### config.mk
export PLATFORM = sky130hd
export DESIGN_NAME = ps2_keypad_rx
export DESIGN_NICKNAME = d
export VERILOG_FILES = /design/src/rtl/sys1_kbd_pkg.sv /design/src/rtl/ps2_line_filter.sv /design/src/rtl/ps2_keypad_rx.sv
export SDC_FILE = /design/constraint.sdc
export NUM_CORES = 1
export LEC_CHECK = 0
export BUFFER_PORTS_ARGS = -buffer_cell sky130_fd_sc_hd__buf_2
export CAP_MARGIN = 40
export CORE_UTILIZATION = 53
export DETAILED_ROUTE_END_ITERATION = 6
export PLACE_DENSITY = 0.75
export SYNTH_ARGS = -nofsm -noshare
export SYNTH_HDL_FRONTEND = slang
export SYNTH_HIERARCHICAL = 1
export SYNTH_SLANG_ARGS = --single-unit
### constraint.sdc
create_clock -name clk -period 2.07 [get_ports clk]
set_input_delay 0.3105 -clock clk [delete_from_list [all_inputs] [get_ports clk]]
set_output_delay 0.3105 -clock clk [all_outputs]
set_load 0.02 [all_outputs]
### src/rtl/sys1_kbd_pkg.sv
// Shared types and constants for the System1 PS/2 keypad receiver:
// frame states, prefix bytes, keypad scan codes and their sw bit positions.
package sys1_kbd_pkg;

    typedef enum logic [1:0] {FS_IDLE, FS_DATA, FS_PARITY, FS_STOP} frame_state_t;

    localparam logic [7:0] PREFIX_EXT = 8'hE0;
    localparam logic [7:0] PREFIX_BRK = 8'hF0;

    // {extended, scan byte}
    localparam logic [8:0] KC_0 = 9'h045, KC_1 = 9'h016, KC_2 = 9'h01E, KC_3 = 9'h026;
    localparam logic [8:0] KC_4 = 9'h025, KC_5 = 9'h02E, KC_6 = 9'h036, KC_7 = 9'h03D;
    localparam logic [8:0] KC_8 = 9'h03E, KC_9 = 9'h046, KC_A = 9'h01C, KC_B = 9'h032;
    localparam logic [8:0] KC_C = 9'h021, KC_D = 9'h023, KC_E = 9'h024, KC_F = 9'h02B;
    localparam logic [8:0] KC_RST = 9'h005, KC_M = 9'h03A, KC_L = 9'h04B, KC_G = 9'h034;
    localparam logic [8:0] KC_R = 9'h02D, KC_P = 9'h04D, KC_UP = 9'h175, KC_S = 9'h01B;
    localparam logic [8:0] KC_DN = 9'h172;

    localparam logic [4:0] SW_0 = 5'd0, SW_1 = 5'd1, SW_2 = 5'd2, SW_3 = 5'd3;
    localparam logic [4:0] SW_4 = 5'd4, SW_5 = 5'd5, SW_6 = 5'd6, SW_7 = 5'd7;
    localparam logic [4:0] SW_8 = 5'd8, SW_9 = 5'd9, SW_A = 5'd10, SW_B = 5'd11;
    localparam logic [4:0] SW_C = 5'd12, SW_D = 5'd13, SW_E = 5'd14, SW_F = 5'd15;
    localparam logic [4:0] SW_RST = 5'd16, SW_M = 5'd17, SW_L = 5'd18, SW_G = 5'd19;
    localparam logic [4:0] SW_R = 5'd20, SW_P = 5'd21, SW_UP = 5'd22, SW_S = 5'd23;
    localparam logic [4:0] SW_DN = 5'd24;

    typedef struct packed {
        logic       hit;
        logic [4:0] idx;
    } key_map_t;

    function automatic key_map_t map_key(input logic [8:0] code);
        key_map_t m;
        m.hit = 1'b1;
        m.idx = '0;
        case (code)
            KC_0:   m.idx = SW_0;    KC_1:  m.idx = SW_1;   KC_2:  m.idx = SW_2;
            KC_3:   m.idx = SW_3;    KC_4:  m.idx = SW_4;   KC_5:  m.idx = SW_5;
            KC_6:   m.idx = SW_6;    KC_7:  m.idx = SW_7;   KC_8:  m.idx = SW_8;
            KC_9:   m.idx = SW_9;    KC_A:  m.idx = SW_A;   KC_B:  m.idx = SW_B;
            KC_C:   m.idx = SW_C;    KC_D:  m.idx = SW_D;   KC_E:  m.idx = SW_E;
            KC_F:   m.idx = SW_F;    KC_RST: m.idx = SW_RST; KC_M: m.idx = SW_M;
            KC_L:   m.idx = SW_L;    KC_G:  m.idx = SW_G;   KC_R:  m.idx = SW_R;
            KC_P:   m.idx = SW_P;    KC_UP: m.idx = SW_UP;  KC_S:  m.idx = SW_S;
            KC_DN:  m.idx = SW_DN;
            default: m.hit = 1'b0;
        endcase
        return m;
    endfunction

endpackage

### src/rtl/ps2_line_filter.sv
// Two-flop synchroniser plus stability filter for one PS/2 line; optionally
// emits a one-cycle pulse on the filtered 1->0 transition.
module ps2_line_filter #(
    parameter int unsigned FILTER_LEN = 8,
    parameter bit          FALL_EN    = 1'b1
) (
    input  logic clk,
    input  logic reset,
    input  logic line_in,
    output logic level,
    output logic fall
);

    localparam int unsigned CNT_W = $clog2(FILTER_LEN + 1);

    logic             sync1_q, sync2_q;
    logic             filt_q, filt_d;
    logic             fall_q, fall_d;
    logic [CNT_W-1:0] cnt_q, cnt_d;

    always_comb begin
        filt_d = filt_q;
        cnt_d  = '0;
        if (sync2_q != filt_q) begin
            if (cnt_q == CNT_W'(FILTER_LEN - 1)) filt_d = sync2_q;
            else                                  cnt_d  = cnt_q + 1'b1;
        end
        fall_d = FALL_EN && filt_q && !filt_d;
    end

    always_ff @(posedge clk or posedge reset) begin
        if (reset) begin
            sync1_q <= 1'b1;
            sync2_q <= 1'b1;
            filt_q  <= 1'b1;
            cnt_q   <= '0;
            fall_q  <= 1'b0;
        end else begin
            sync1_q <= line_in;
            sync2_q <= sync1_q;
            filt_q  <= filt_d;
            cnt_q   <= cnt_d;
            fall_q  <= fall_d;
        end
    end

    assign level = filt_q;
    assign fall  = fall_q;

endmodule

### src/rtl/ps2_keypad_rx.sv
// PS/2 device-to-host receiver: deframes bytes, resolves E0/F0 prefixes into
// make/break events and tracks held System1 keypad keys in sw.
module ps2_keypad_rx
    import sys1_kbd_pkg::*;
#(
    parameter int unsigned FILTER_LEN = 8,
    parameter int unsigned TIMEOUT    = 25000
) (
    input  logic        clk,
    input  logic        reset,
    input  logic        ps2_clk,
    input  logic        ps2_data,
    output logic [8:0]  key_code,
    output logic        key_pressed,
    output logic        key_strobe,
    output logic        frame_err,
    output logic        busy,
    output logic [24:0] sw
);

    localparam int unsigned WD_W = $clog2(TIMEOUT + 1);

    logic clk_fall, data_lvl, unused_data_fall, unused_clk_lvl;

    ps2_line_filter #(.FILTER_LEN(FILTER_LEN), .FALL_EN(1'b1)) u_clk_filt (
        .clk(clk), .reset(reset), .line_in(ps2_clk), .level(unused_clk_lvl), .fall(clk_fall)
    );
    ps2_line_filter #(.FILTER_LEN(FILTER_LEN), .FALL_EN(1'b0)) u_data_filt (
        .clk(clk), .reset(reset), .line_in(ps2_data), .level(data_lvl), .fall(unused_data_fall)
    );

    frame_state_t    state_q, state_d;
    logic [2:0]      bit_cnt_q, bit_cnt_d;
    logic [7:0]      shift_q, shift_d;
    logic            parity_q, parity_d;
    logic [WD_W-1:0] wd_q, wd_d;
    logic            busy_q, busy_d;
    logic            byte_valid_q, byte_valid_d;
    logic            frame_err_q, frame_err_d;
    logic            ext_q, ext_d, brk_q, brk_d;
    logic [8:0]      key_code_q, key_code_d;
    logic            key_pressed_q, key_pressed_d;
    logic            key_strobe_q, key_strobe_d;
    logic [24:0]     sw_q, sw_d;
    key_map_t        km;

    always_comb begin
        state_d       = state_q;
        bit_cnt_d     = bit_cnt_q;
        shift_d       = shift_q;
        parity_d      = parity_q;
        wd_d          = '0;
        busy_d        = busy_q;
        byte_valid_d  = 1'b0;
        frame_err_d   = 1'b0;
        ext_d         = ext_q;
        brk_d         = brk_q;
        key_code_d    = key_code_q;
        key_pressed_d = key_pressed_q;
        key_strobe_d  = 1'b0;
        sw_d          = sw_q;
        km            = map_key({ext_q, shift_q});

        if (clk_fall) begin
            case (state_q)
                FS_IDLE: if (!data_lvl) begin
                    state_d   = FS_DATA;
                    bit_cnt_d = '0;
                    busy_d    = 1'b1;
                end
                FS_DATA: begin
                    shift_d   = {data_lvl, shift_q[7:1]};
                    bit_cnt_d = bit_cnt_q + 1'b1;
                    if (bit_cnt_q == 3'd7) state_d = FS_PARITY;
                end
                FS_PARITY: begin
                    parity_d = data_lvl;
                    state_d  = FS_STOP;
                end
                FS_STOP: begin
                    state_d = FS_IDLE;
                    busy_d  = 1'b0;
                    if (data_lvl && (^shift_q ^ parity_q)) begin
                        byte_valid_d = 1'b1;
                    end else begin
                        frame_err_d = 1'b1;
                        ext_d       = 1'b0;
                        brk_d       = 1'b0;
                    end
                end
                default: state_d = FS_IDLE;
            endcase
        end else if (state_q != FS_IDLE) begin
            if (wd_q == WD_W'(TIMEOUT - 1)) begin
                state_d     = FS_IDLE;
                busy_d      = 1'b0;
                frame_err_d = 1'b1;
                ext_d       = 1'b0;
                brk_d       = 1'b0;
            end else begin
                wd_d = wd_q + 1'b1;
            end
        end

        // The completed byte stays in shift_q: no new start bit can be
        // filtered through within one cycle of the stop edge.
        if (byte_valid_q) begin
            if (shift_q == PREFIX_EXT) begin
                ext_d = 1'b1;
            end else if (shift_q == PREFIX_BRK) begin
                brk_d = 1'b1;
            end else begin
                key_code_d    = {ext_q, shift_q};
                key_pressed_d = ~brk_q;
                key_strobe_d  = 1'b1;
                ext_d         = 1'b0;
                brk_d         = 1'b0;
                if (km.hit) sw_d[km.idx] = ~brk_q;
            end
        end
    end

    always_ff @(posedge clk or posedge reset) begin
        if (reset) begin
            state_q       <= FS_IDLE;
            bit_cnt_q     <= '0;
            shift_q       <= '0;
            parity_q      <= 1'b0;
            wd_q          <= '0;
            busy_q        <= 1'b0;
            byte_valid_q  <= 1'b0;
            frame_err_q   <= 1'b0;
            ext_q         <= 1'b0;
            brk_q         <= 1'b0;
            key_code_q    <= '0;
            key_pressed_q <= 1'b0;
            key_strobe_q  <= 1'b0;
            sw_q          <= '0;
        end else begin
            state_q       <= state_d;
            bit_cnt_q     <= bit_cnt_d;
            shift_q       <= shift_d;
            parity_q      <= parity_d;
            wd_q          <= wd_d;
            busy_q        <= busy_d;
            byte_valid_q  <= byte_valid_d;
            frame_err_q   <= frame_err_d;
            ext_q         <= ext_d;
            brk_q         <= brk_d;
            key_code_q    <= key_code_d;
            key_pressed_q <= key_pressed_d;
            key_strobe_q  <= key_strobe_d;
            sw_q          <= sw_d;
        end
    end

    assign key_code    = key_code_q;
    assign key_pressed = key_pressed_q;
    assign key_strobe  = key_strobe_q;
    assign frame_err   = frame_err_q;
    assign busy        = busy_q;
    assign sw          = sw_q;

endmodule
; Yosys cells after proc, flatten, opt, wreduce, memory -nomap -nowiden
; Index checks and enable logic that the tools add are counted.
[word_totals]
ff_bits = 85
romBits = 0
inputBits = 4
ramBits = 0
output_inout_bits = 38
latch_bits = 0
n_memories = 0
[classes]
n_lt_le_gt_ge = 2
n_reduce_logical = 19
eq_ne = 40
addsub = 4
div = 0
mux = 54
shifts = 0
n_mul = 0
bitwise_logic = 4
[op_table]
columns = cell, n
row1 = $eq 9x6->1 const B, 14
row2 = $pmux 5 s24, 1
row3 = $mux 15, 3
row4 = $eq 9x5->1 const B, 4
row5 = $eq 9x7->1 const B, 4
row6 = $mux 1, 35
row7 = $bwmux 25, 1
row8 = $reduce_or 25->1, 1
row9 = $eq 9x9->1 const B, 2
row10 = $eq 8x8->1 const B, 2
row11 = $mux 4, 4
row12 = $add 15x1->15 const B, 1
row13 = $eq 15x15->1 const B, 1
row14 = $reduce_and 4->1, 3
row15 = $mux 2, 5
row16 = $eq 9x3->1 const B, 1
row17 = $ne 3x3->1 const B, 3
row18 = $add 4x1->4 const B, 2
row19 = $eq 4x3->1 const B, 2
row20 = $pmux 2 s4, 1
row21 = $reduce_bool 2->1, 4
row22 = $reduce_xor 8->1, 1
row23 = $lt 5x6->1 const B, 1
row24 = $pmux 3 s2, 1
row25 = 17 further kinds, 26

; Longest topological paths before layout
[logic_depth]
word_depth = 9
ltp_mapped = 11
mapped_depth_nobuf = 9

; By module
; Netlist, hierarchy kept.
[by_module_without_submodules]
columns = module, cells_per_inst, area_per_inst_um2, n_inst
row1 = ps2_keypad_rx, 398, 3784.9, 1
row2 = ps2_line_filter at u_clk_filt, 22, 315.3, 1
row3 = ps2_line_filter at u_data_filt, 23, 286.5, 1

; Least setup slack after synthesis
; No wires, ideal clock.
[synth_timing]
kind = reg-to-reg
startpoint = register shift_q[4]
endpoint = register sw_q[24] (netlist: sw[24])
setup_slack_ns = -0.205
n_path_buf = 1
setup_time_ns = 0.118
path_stages_with_launch = 10
required_time_ns = 1.952
arrival_time_ns = 2.157
path_cell_list = dfrtp_1 > inv_1 > ha_1 > buf_2 > a211oi_1 > nor4_2 > nor4_4 > nand2_1 > or4_1 > a21o_1
[synth_between]
elab_chain_cells = 7
elab_cells_between_ends = 39
[synth_lines]
columns = element, line_no
row1 = from (decl), ps2_keypad_rx.sv:34  ; logic [7:0] shift_q, shift_d;
row2 = from (signal assigned), ps2_keypad_rx.sv:142  ; shift_q <= shift_d;
row3 = "$eq 9x9->1, or another cell as far along", sys1_kbd_pkg.sv:36  ; case (code)
row4 = $pmux 5 s24, sys1_kbd_pkg.sv:36
row5 = $lt 5x6->1 (implied by the code) / $ge 5x1->1 (equally long branches), ps2_keypad_rx.sv:118  ; if (km.hit) sw_d[km.idx] = ~brk_q;
row6 = $logic_and 1x1->1 (implied by the code), ps2_keypad_rx.sv:118
row7 = $mux 1 (implied by the code), ps2_keypad_rx.sv:118
row8 = $demux 1 s5, ps2_keypad_rx.sv:118
row9 = $bwmux 25, ps2_keypad_rx.sv:118
row10 = to (signal assigned), ps2_keypad_rx.sv:153  ; sw_q <= sw_d;
row11 = to (decl), ps2_keypad_rx.sv:44  ; logic [24:0] sw_q, sw_d;
; Several ways; a longest one is shown, not always the timed one.
; A chain may end at the register's enable or synchronous reset.

; Worst setup path in the final report
[layout_timing]
startpoint = register shift_q[2]
endpoint = register sw_q[16] (netlist: sw[16])
; Same word-level chain as after synthesis.

==> impl_metrics.env <==
export IMPL_antenna_found_initial=0
export IMPL_drt_wl_total_mm=11.8
export IMPL_period_minus_slack_ns=2.47
export IMPL_ir_worst_vdd_uv=572
export IMPL_critPathCaptureType="register"
export IMPL_viasPerCell=5.86
export IMPL_worst_slew_pin_slew_ns=0.875
export IMPL_grt_busiest_layer="met2"
export IMPL_gr_usage_met1_pct=31.9
export IMPL_grt_pass1_vias=3497
export IMPL_drc=0
export IMPL_nets=577
export IMPL_clock_sinks=85
export IMPL_p_leak_nw=2.72
export IMPL_internal_power_mw=2.57
export IMPL_die_h_um=92.9
export IMPL_wl_per_cell_um=17.9
export IMPL_gp_congestion=0.891
export IMPL_slew_headroom_pct=41.7
export IMPL_cp_data_required_time_ns=2.29
export IMPL_power_density_nw_per_um2=566
export IMPL_clock_fmax_ghz=0.404
export IMPL_yosys_warnings=6
export IMPL_power_switching_mw=0.842
export IMPL_fin_tns_setup_ns=-7.60
export IMPL_grt_max_degree=71
export IMPL_insertion_delay_ns=0.37
export IMPL_final_core_util_pct=76.8
export IMPL_core_um2=7850
export IMPL_power_frac_clock_pct=40.6
export IMPL_first_iter_violations=213
export IMPL_critical_path_arrival_ns=2.70
export IMPL_clk_path_buf_depth=2
export IMPL_crit_type="reg -> reg"
export IMPL_grtUsageTotal_pct=25.0
export IMPL_maxCapViolations=0
export IMPL_start_util_pct=55.8
export IMPL_die_area_um2=8620
export IMPL_violations="negative setup slack"
export IMPL_holdCritPathClass="in -> reg"
export IMPL_grt_pass1_wl_mm=16.8
export IMPL_cts_root_buf="clkbuf_8"
export IMPL_start_kind="register"
export IMPL_period_share_pct=119
export IMPL_drive_above_1_share_pct=42.6
export IMPL_syn_area_um2=4380
export IMPL_switching_share_pct=24.7
export IMPL_slew_violations=0
export IMPL_hpwlAfterDp_mm=6.77
export IMPL_rsz0062_at_grt="true"
export IMPL_total_power_mw=3.41
export IMPL_final_cell_area_um2=6030
export IMPL_placed_area_um2=5100
export IMPL_synth_net_count=469
export IMPL_htreeDepth=3
export IMPL_synthCells=441
export IMPL_skew_ns=0.0178
export IMPL_area_delta_synth_final_pct=37.8
export IMPL_gr_total_overflow=0
export IMPL_crit_path_max_fanout=11
export IMPL_drt_pass1_iterations=5
export IMPL_status="complete, but fails checks"
export IMPL_setup_ws_ns=-0.403
export IMPL_avgSynthCellArea_um2=9.92
export IMPL_final_setup_viol_count=25
export IMPL_io_pins=42
export IMPL_p_seq_share_pct=53.1
export IMPL_clkSlewWorstSetupHoldPaths_ns=0.10
export IMPL_holdWs_ns=0.0335
export IMPL_numCtsBuffers=9
export IMPL_combPwrFrac_pct=6.4
export IMPL_cts_tree="yes"
export IMPL_num_vias=3847
export IMPL_fp_row_count=32
export IMPL_finalHoldViolations=0
export IMPL_final_antenna_net_count=0
export IMPL_met2_usage_pct=42.4
export IMPL_n_antenna_cell=0
export IMPL_gr_usage_met3_pct=5.42
export IMPL_port_buffers=41
export IMPL_die_w_um=92.9
cell usage in the layout (no fill, tap or decap), types with 3 or more instances in the layout:
| master | n |
|---|---|
| a21oi_1 | 7 |
| inv_1 | 20 |
| nor2_2 | 6 |
| buf_2 | 41 |
| xor2_1 | 8 |
| nand3b_1 | 4 |
| dfstp_2 | 6 |
| dfrtp_1 | 75 |
| clkbuf_8 | 10 |
| ha_1 | 10 |
| o21ai_1 | 10 |
| mux2i_1 | 7 |
| xnor2_1 | 9 |
| nand2b_1 | 4 |
| nor2_1 | 28 |
| dfrtp_2 | 4 |
| nor3_1 | 4 |
| buf_4 | 60 |
| o21ai_0 | 34 |
| o31ai_1 | 17 |
| nand3_1 | 8 |
| ha_4 | 11 |
| nand2_2 | 7 |
| buf_6 | 11 |
| nand2b_4 | 3 |
| inv_2 | 7 |
| nand2_1 | 41 |
| o21ai_2 | 11 |
| or3_1 | 3 |
| nand2_4 | 3 |
| nor4_4 | 5 |
| and3_1 | 5 |
| ha_2 | 3 |
registers in the layout (all words and copies together), names as in the netlist, 2 cells and up:
name	cells
sw	25
wd_q	15
key_code	9
shift_q	8
u_clk_filt/cnt_q	4
u_data_filt/cnt_q	4
bit_cnt_q	3
state_q	2
layout make-up:
class	count	area [um2]
multi-input combinational	309	2600
clock buffer	10	138
fill	502	1820
timing repair buffer	114	810
tap	102	128
clock inverter	6	93.8
inverter	30	121
sequential	85	2140
layer usage:
metal / wire length (um) / up-vias
li1: - / 1767
met1: 4810 / 1910
met2: 5940 / 124
met3: 570 / 46
met4: 446 / 0
met5: 0 / -
timing repair:
action,CTS,global route
cloned,1,0
hold buffers,1,0
pin swaps,8,24
setup endpoints to repair,25,28
resized for setup,43,81
hold endpoints to repair,9,0
setup buffers,4,17
per-stage QoR:
step	setup slack [ns]	instances
global placement	-0.396	617
floorplan	-0.0778	441
global route	-0.464	656
detailed placement	-0.359	617
CTS	-0.269	639
finish	-0.403	656
final timing paths:
path                                   endpoint  cells past startpoint               start  slack [ns]
setup / recovery                         sw[16]                      9          shift_q[2]       -0.40
hold / removal              u_data_filt/sync1_q                      1            ps2_data        0.03
setup reg to reg                         sw[16]                      9          shift_q[2]       -0.40
hold reg to reg              u_clk_filt/sync2_q                      0  u_clk_filt/sync1_q        0.36
max in group asynchronous            shift_q[3]                      4               reset        1.16
min in group asynchronous  u_data_filt/cnt_q[3]                      3               reset        0.45
power by group through the flow:
stage	sequential, mW	clock, mW	combinational [mW]
final	1.81	1.39	0.217
after global routing	1.82	1.47	0.246
after CTS	1.81	1.39	0.223
after detailed placement	1.84	0	0.219
after global placement	1.83	0	0.211
after floorplan	1.82	0	0.174
critical path, cell delays in order (launching register included):
cell and delay, ns:
dfrtp_2 0.46, inv_2 0.12, ha_4 0.22, nand2_4 0.10, o32ai_4 0.42, nor2_1 0.13
o2111a_1 0.19, a211o_4 0.40, nand2b_1 0.18, mux2i_1 0.11
(Power assumes the default switching activity.)
